===== config.mk =====
export PLATFORM = sky130hd
export DESIGN_NAME = layer_sched_ctrl_flat
export DESIGN_NICKNAME = d
export VERILOG_FILES = /design/src/rtl/layer_sched_if.sv /design/src/rtl/layer_sched_ctrl.sv /design/src/flat_wrapper.sv
export SDC_FILE = /design/constraint.sdc
export NUM_CORES = 1
export LEC_CHECK = 0
export CORE_MARGIN = 2
export CORE_UTILIZATION = 30
export DETAILED_ROUTE_END_ITERATION = 6
export PLACE_DENSITY_LB_ADDON = 0.1
export SYNTH_ARGS = -nofsm -noshare
export SYNTH_HDL_FRONTEND = slang
export SYNTH_SLANG_ARGS = --single-unit

===== constraint.sdc =====
create_clock -name clk -period 2.17 [get_ports clk]
set_input_delay 0.434 -clock clk [delete_from_list [all_inputs] [get_ports clk]]
set_output_delay 0.434 -clock clk [all_outputs]
set_load 0.03 [all_outputs]

===== src/rtl/layer_sched_if.sv =====
// Control bundle between the top-level decode FSM (master) and the
// layer/iteration sequencer (slave), including the check-message store strobes.
interface layer_sched_if #(
  parameter int ITER_W = 5
);
  logic              start;
  logic              abort;
  logic [ITER_W-1:0] max_iter;
  logic              early_stop;
  logic              rst_r;
  logic              load_to_CNU;
  logic              storage;
  logic              f_one_iteration;
  logic [3:0]        layer;
  logic [ITER_W-1:0] iter_cnt;
  logic              busy;
  logic              done;
  logic              converged;

  modport master (
    output start, abort, max_iter, early_stop,
    input  rst_r, load_to_CNU, storage, f_one_iteration, layer, iter_cnt,
           busy, done, converged
  );

  modport slave (
    input  start, abort, max_iter, early_stop,
    output rst_r, load_to_CNU, storage, f_one_iteration, layer, iter_cnt,
           busy, done, converged
  );
endinterface


===== src/rtl/layer_sched_ctrl.sv =====
// Layer/iteration sequencer for the layered QC-LDPC decoder. Walks the
// check-message store one layer at a time (load, wait for the CNU, store) for
// up to max_iter iterations, with early termination on a zero syndrome.
// LAYERS must not exceed 16 because the store address is 4 bits wide.
module layer_sched_ctrl #(
  parameter int LAYERS  = 16,
  parameter int CNU_LAT = 3,
  parameter int ITER_W  = 5
) (
  input logic          clk,
  input logic          rst_n,
  layer_sched_if.slave bus
);

  localparam int WAIT_W = (CNU_LAT > 1) ? $clog2(CNU_LAT) : 1;
  localparam logic [3:0] LAST_LAYER = 4'(LAYERS - 1);

  typedef enum logic [2:0] {
    IDLE, CLR, LOAD, WAIT, STORE, ITER_END, DONE
  } state_t;

  state_t            state;
  logic [WAIT_W-1:0] wait_cnt;
  logic [ITER_W-1:0] max_lat;
  logic [ITER_W-1:0] iter_cnt;
  logic [3:0]        layer;
  logic              rst_r, load_to_cnu, storage, f_one, busy, done, converged;

  // One more than the completed-iteration count, one bit wider so the
  // limit compare and the saturation never wrap.
  logic [ITER_W:0] iter_next;
  assign iter_next = {1'b0, iter_cnt} + 1'b1;

  // Sequencer: state and every output are registered together, so each
  // transition also sets the strobes seen during the state being entered.
  always_ff @(posedge clk or negedge rst_n) begin
    if (!rst_n) begin
      state       <= IDLE;
      wait_cnt    <= '0;
      max_lat     <= '0;
      iter_cnt    <= '0;
      layer       <= '0;
      rst_r       <= 1'b1;
      load_to_cnu <= 1'b0;
      storage     <= 1'b0;
      f_one       <= 1'b0;
      busy        <= 1'b0;
      done        <= 1'b0;
      converged   <= 1'b0;
    end else begin
      // NOTE: strobes default to their idle level here with non-blocking
      // assignments; the case below overrides only the one being raised.
      rst_r       <= 1'b1;
      load_to_cnu <= 1'b0;
      storage     <= 1'b0;
      f_one       <= 1'b0;
      done        <= 1'b0;
      if (bus.abort && state != IDLE) begin
        state     <= IDLE;
        busy      <= 1'b0;
        converged <= 1'b0;
      end else begin
        unique case (state)
          IDLE: if (bus.start) begin
            state     <= CLR;
            max_lat   <= (bus.max_iter == '0) ? ITER_W'(1) : bus.max_iter;
            iter_cnt  <= '0;
            converged <= 1'b0;
            busy      <= 1'b1;
            layer     <= '0;
            rst_r     <= 1'b0;
            f_one     <= 1'b1;
          end
          CLR: begin
            state       <= LOAD;
            load_to_cnu <= 1'b1;
          end
          LOAD: begin
            state    <= WAIT;
            wait_cnt <= WAIT_W'(CNU_LAT - 1);
          end
          WAIT: if (wait_cnt == '0) begin
            state   <= STORE;
            storage <= 1'b1;
          end else begin
            wait_cnt <= wait_cnt - 1'b1;
          end
          STORE: if (layer == LAST_LAYER) begin
            state <= ITER_END;
            f_one <= 1'b1;
          end else begin
            layer       <= layer + 1'b1;
            state       <= LOAD;
            load_to_cnu <= 1'b1;
          end
          ITER_END: begin
            layer    <= '0;
            iter_cnt <= iter_next[ITER_W] ? '1 : iter_next[ITER_W-1:0];
            if (bus.early_stop) begin
              converged <= 1'b1;
              state     <= DONE;
              done      <= 1'b1;
            end else if (iter_next == {1'b0, max_lat}) begin
              state <= DONE;
              done  <= 1'b1;
            end else begin
              state       <= LOAD;
              load_to_cnu <= 1'b1;
            end
          end
          DONE: begin
            state <= IDLE;
            busy  <= 1'b0;
          end
          default: state <= IDLE;
        endcase
      end
    end
  end

  assign bus.rst_r           = rst_r;
  assign bus.load_to_CNU     = load_to_cnu;
  assign bus.storage         = storage;
  assign bus.f_one_iteration = f_one;
  assign bus.layer           = layer;
  assign bus.iter_cnt        = iter_cnt;
  assign bus.busy            = busy;
  assign bus.done            = done;
  assign bus.converged       = converged;

endmodule


===== src/flat_wrapper.sv =====
// flat-port wrapper written by rule: the top's interface ports become plain ports
module layer_sched_ctrl_flat 
#(
  parameter int LAYERS  = 16,
  parameter int CNU_LAT = 3,
  parameter int ITER_W  = 5
)
  (clk, rst_n, bus_start, bus_abort, bus_max_iter, bus_early_stop, bus_rst_r, bus_load_to_CNU, bus_storage, bus_f_one_iteration, bus_layer, bus_iter_cnt, bus_busy, bus_done, bus_converged);
  layer_sched_if #(.ITER_W(ITER_W)) bus_i ();
  input logic clk;
  input logic rst_n;
  input wire logic [$bits(bus_i.start)-1:0] bus_start;
  input wire logic [$bits(bus_i.abort)-1:0] bus_abort;
  input wire logic [$bits(bus_i.max_iter)-1:0] bus_max_iter;
  input wire logic [$bits(bus_i.early_stop)-1:0] bus_early_stop;
  output wire logic [$bits(bus_i.rst_r)-1:0] bus_rst_r;
  output wire logic [$bits(bus_i.load_to_CNU)-1:0] bus_load_to_CNU;
  output wire logic [$bits(bus_i.storage)-1:0] bus_storage;
  output wire logic [$bits(bus_i.f_one_iteration)-1:0] bus_f_one_iteration;
  output wire logic [$bits(bus_i.layer)-1:0] bus_layer;
  output wire logic [$bits(bus_i.iter_cnt)-1:0] bus_iter_cnt;
  output wire logic [$bits(bus_i.busy)-1:0] bus_busy;
  output wire logic [$bits(bus_i.done)-1:0] bus_done;
  output wire logic [$bits(bus_i.converged)-1:0] bus_converged;
  assign bus_i.start = bus_start;
  assign bus_i.abort = bus_abort;
  assign bus_i.max_iter = bus_max_iter;
  assign bus_i.early_stop = bus_early_stop;
  assign bus_rst_r = bus_i.rst_r;
  assign bus_load_to_CNU = bus_i.load_to_CNU;
  assign bus_storage = bus_i.storage;
  assign bus_f_one_iteration = bus_i.f_one_iteration;
  assign bus_layer = bus_i.layer;
  assign bus_iter_cnt = bus_i.iter_cnt;
  assign bus_busy = bus_i.busy;
  assign bus_done = bus_i.done;
  assign bus_converged = bus_i.converged;
  layer_sched_ctrl #(.LAYERS(LAYERS), .CNU_LAT(CNU_LAT), .ITER_W(ITER_W)) u_core (.clk(clk), .rst_n(rst_n), .bus(bus_i));
endmodule

==> Word level (Yosys, flattened, before mapping) <==
Cells that the tools add are included.
{ "word_totals": {"reg_bits": 26, "input_bits": 10, "out_inout_bits": 16} }
{ "classes": {"add_sub_neg": 3, "n_eq_ne": 14, "n_mux": 42, "n_bitwise": 1, "reduce_logical": 17} }
{ "op_table": {"columns": ["cell", "n"], "rows": [
  ["2-to-1 mux 1 bit", 22],
  ["2-to-1 mux 3 bit", 6],
  ["case mux 3 bit (6 select lines)", 1],
  ["2-to-1 mux 5 bit", 3],
  ["case mux 4 bit (3 select lines)", 1],
  ["AND reduction 3 bit", 4],
  ["nonzero test 3 bit", 4],
  ["case mux 5 bit (2 select lines)", 1],
  ["equality test 3 bit, second input constant", 3],
  ["2-to-1 mux 4 bit", 2],
  ["adder 5 x 1 -> 6 bit, second input constant", 1],
  ["equality test 3 x 2 -> 1 bit, second input constant", 2],
  ["equality test 6 x 5 -> 1 bit", 1],
  ["inequality test 2 bit, second input constant", 3],
  ["inequality test 3 x 2 -> 1 bit, second input constant", 2],
  ["case mux 1 bit (2 select lines)", 3],
  ["zero test 5 bit", 1],
  ["adder 4 x 1 -> 4 bit, second input constant", 1],
  ["equality test 4 bit, second input constant", 1],
  ["case mux 2 bit (2 select lines)", 1],
  ["AND reduction 2 bit", 2],
  ["AND reduction 4 bit", 1],
  ["nonzero test 2 bit", 2],
  ["equality test 3 x 1 -> 1 bit, second input constant", 1],
  ["other kinds (8)", 8]
]} }

==> Logic depth before layout (Yosys ltp) <==
{ "depth": {"depth_word": 6, "ltp_mapped": 7} }

==> Least setup slack after synthesis <==
OpenSTA, ideal clock, no wires.
{ "synth_path": {"kind": "flip-flop to flip-flop", "start": "register u_core.iter_cnt[0] (netlist: u_core.bus.iter_cnt[0])", "end": "register u_core.state[2]", "setup_time_ns": 0.138, "t_arrival_ns": 1.607, "required_time_ns": 2.032, "path_slack_ns": 0.425, "path_stages_with_launch": 7, "n_path_buf": 0, "path_cell_list": "dfrtp_1 ha_1 xor2_1 o211ai_1 a21o_1 a21oi_1 o221ai_1"} }
{ "synth_between": {"elab_chain_len": 6} }
{ "synth_rtl": {"columns": ["element", "line", "rtl"], "rows": [
  ["start, declared", "layer_sched_ctrl.sv:25", "logic [ITER_W-1:0] iter_cnt;"],
  ["start signal, assigned", "layer_sched_ctrl.sv:98", "iter_cnt <= iter_next[ITER_W] ? '1 : iter_next[ITER_W-1:0];"],
  ["adder 5 x 1 -> 6 bit", "layer_sched_ctrl.sv:32", "assign iter_next = {1'b0, iter_cnt} + 1'b1;"],
  ["equality test 6 x 5 -> 1 bit", "layer_sched_ctrl.sv:103", "end else if (iter_next == {1'b0, max_lat}) begin"],
  ["2-to-1 mux 3 bit", "layer_sched_ctrl.sv:103", null],
  ["2-to-1 mux 3 bit", "layer_sched_ctrl.sv:99", "if (bus.early_stop) begin"],
  ["case mux 3 bit (6 select lines)", "layer_sched_ctrl.sv:63", "unique case (state)"],
  ["2-to-1 mux 3 bit", "layer_sched_ctrl.sv:58", "if (bus.abort && state != IDLE) begin"],
  ["end signal, assigned", "layer_sched_ctrl.sv:59", "state <= IDLE;"],
  ["end signal, assigned", "layer_sched_ctrl.sv:65", "state <= CLR;"],
  ["end signal, assigned", "layer_sched_ctrl.sv:104", "state <= DONE;"],
  ["end, declared", "layer_sched_ctrl.sv:22", "state_t state;"]
]} }
Every way passes these cells.
A chain may end at the register's enable or synchronous reset.

==> Worst setup path after layout <==
{ "layout_path": {"start": "register u_core.iter_cnt[3] (netlist: u_core.bus.iter_cnt[3])", "end": "output port bus_iter_cnt[3]"} }
{ "layout_rtl": {"columns": ["element", "line", "rtl"], "rows": [
  ["end, declared", "flat_wrapper.sv:21", "output wire logic [$bits(bus_i.iter_cnt)-1:0] bus_iter_cnt;"]
]} }
No word-level cell between the ends.

==> results.md <==
* Status: completed
* Post-route ant nets at 0
* Row cnt at 25
* CTS Root Cell: clkbuf_8
* Initial antenna violation count at 0
* Routed vias at 1199
* Critical-path top delay cell: clkdlybuf4s50_1
* CTS tree: yes
* Final Util at 38.85%
* Die Ht at 73.14 um
* CP arrival at 1.54 ns
* Top_reg_cell synth: dfrtp_1
* Post-DP HPWL at 2426 um
* Worst-skew pair later-pin latency at 0.27 ns
* Yosys reg bits at 26
* Number of detailed-route iterations in the first pass at 4
* RSZ-0062 raised after global routing: false
* Largest area contributor in the netlist: dfrtp_1
* # setup viols final at 0
* Seq/Total Area, Yosys at 45.46%
* Worst reg2reg path startpoint: u_core.bus.iter_cnt[0]$_DFFE_PN0P_
* Worst path cell trace: clkdlybuf4s50_1
* Cells after Synth at 153
* YS warnings at 0
* PD cells at 952.1 mW/mm^2
* Final Hold Vio Count at 0
* Post-CTS setup buffers at 0
* 1st-iter DRT viols at 50
* Chip Width at 73.14 um
* Fillers at 473
* Worst setup path startpoint: u_core.bus.iter_cnt[3]$_DFFE_PN0P_
* Clk slew on worst S/H paths at 0.10 ns
* Seq. cell area at 651.9 um^2
* Synth top area cells: dfrtp_1 (44%), nand2_1 (5.2%), a21oi_1 (4.9%)
* Layout cells sized above 1 at 10.06%
* Initial core utilization at 30.77%
* Fin crit share at 91.07%
* Synth-to-Final Area Change at 26.27%
* GRT Overall Usage at 13.62%
* Post_cts resized at 0
* Crit-path max cell delay at 0.73 ns
* Async S/R FF share, synth at 100.0%
* Die area at 0.005349 mm^2
* Max-slew violation count at 0
* Cell Area, Synth at 0.001434 mm^2
* Kind of critical path: register to output pin
* Area of the multi-input gates at 709.4 um^2
* Post-Syn Area per Cell at 9.372 um^2
* Fmax at 506.0 MHz
* Critical path endpoint category: output pin
* I/O Buffers at 25
* Tightest Pin Transition at 0.4512 ns
* CTS sink cnt at 26
* H-tree level count at 1
* Total length of routed wires at 3266 um
* GRT overflow at 0
* Pin count of the biggest net entering global routing at 27
* Max_cap viols at 0
* Fin nets at 193
* Crit path max-delay family: buffers and inverters
* Netlist cell types at 49
* Critical Path Fanout Max at 9
* VDD IR max at 0.0005485 V
* DRC Markers at 0
* WP data required at 1.74 ns
* Number of global-route vias before repair at 1184
* Hold Path Class: input pin to async pin
* Rel. slew slack at 69.86%
* CTS max path bufs at 2
* Cts bufs inserted at 3
* Core Region at 0.004661 mm^2
* Top cell type's share of synthesized area at 43.63%
* CP startpoint kind: register
* Crit path buf inv count at 1
* Boundary pin count at 26
* Synth Net Count at 166
* Antenna diodes at 0
* First-pass GRT wire length at 5699 um
* Leakage at 0.7865 nW
* # hold bufs at CTS at 0
* Gpl congestion at 0.7572
* Via-per-instance ratio at 5.146
* Setup TNS at 0 ns
* Post-synth EDFFs at 0
* Final Critical Period at 1.976 ns
* Setup Skew at 0.004203 ns
* WL/cell at 14.02 um
* Total power at 1.724 mW
[metrics by stage]
step           setup slack (ns)  instance area (um^2)  std cells  hold slack [ns]
4_1_cts                  0.1965                  1810        233           0.5307
2_1_floorplan            0.4251                  1434        153           0.1384
3_5_place_dp             0.1499                  1739        229           0.5070
6_report                 0.1938                  1810        233           0.5193
5_1_grt                  0.1149                  1810        233           0.5408
3_3_place_gp             0.1775                  1739        229           0.5046
[placed cells by master, fill, tap and decap left out, drive strengths merged, types with 3 or more instances in the layout]
master / instances
nand2: 20
nor3: 6
nor2: 10
and3: 4
nand2b: 4
nand4: 3
inv: 7
o21ai: 7
clkbuf: 3
clkdlybuf4s50: 25
buf: 4
xnor2: 4
ha: 3
xor2: 3
a21oi: 15
dfrtp: 25
nor3b: 3
[cells in the mapped netlist (all sizes together) (2+ instances only)]
library cell / count
xnor2: 4
a22o: 2
nand3: 2
nor4: 2
o211ai: 2
ha: 3
nor2b: 2
nor2: 10
nand2: 20
nor3: 6
nand2b: 4
o22ai: 2
a21oi: 15
nor3b: 3
o31a: 2
buf: 6
inv: 7
dfrtp: 25
nand4: 3
o21ai: 7
and3: 4
xor2: 3
[metal layers]
metal,wire (um),up-vias,GRT usage (%)
met5,0,-,0
met4,19,0,2.469
met3,131,2,3.039
met2,1568,24,22.32
met1,1547,581,18.57
li1,-,592,-
[registers in the layout, summed over array words and instances (netlist names)]
signal                      count
u_core.bus.layer                4
u_core.state                    3
u_core.wait_cnt                 2
u_core.max_lat                  5
u_core.bus.converged            1
u_core.bus.busy                 1
u_core.bus.f_one_iteration      1
u_core.bus.iter_cnt             5
u_core.bus.storage              1
u_core.bus.rst_r                1
u_core.bus.load_to_CNU          1
u_core.bus.done                 1
[cells by family after synthesis]
kind of cell / share of synthesized area [%]
flip-flops: 45.46
XOR/XNOR: 4.276
AO/OA/AOI/OAI: 16.06
adder cells (fa/ha/maj): 2.618
buffers and inverters: 5.061
AND/OR/NAND/NOR: 25.04
multiplexers: 1.483
[where the power goes]
part           total, mW  internal (mW)  switching (mW)  leakage (nW)
sequential         0.711          0.597           0.115         0.338
clock              0.410          0.247           0.163        0.0357
combinational      0.603          0.270           0.332         0.413
total               1.72           1.11           0.610         0.786
[final cells by class]
class	instances	share of cell area (%)
flip-flops and latches	26	36.01
repair buffers	29	15.48
well taps	54	3.732
multi-input cells	112	39.18
clock buffers	3	2.281
clock inverters	1	1.659
inverters	8	1.659
[path summary, 6_finish.rpt]
check,end,slack (ns),depth (start not counted)
hold reg to reg,u_core.max_lat[1]$_DFFE_PN0P_,0.53,2
max in group asynchronous,u_core.bus.rst_r$_DFF_PN1_,1.35,2
hold / removal,u_core.max_lat[4]$_DFFE_PN0P_,0.52,2
min in group clk,u_core.max_lat[1]$_DFFE_PN0P_,0.53,2
setup reg to reg,u_core.state[2]$_DFFE_PN0P_,0.38,6
setup / recovery,bus_iter_cnt[3],0.19,1
(Power assumes the default switching activity.)
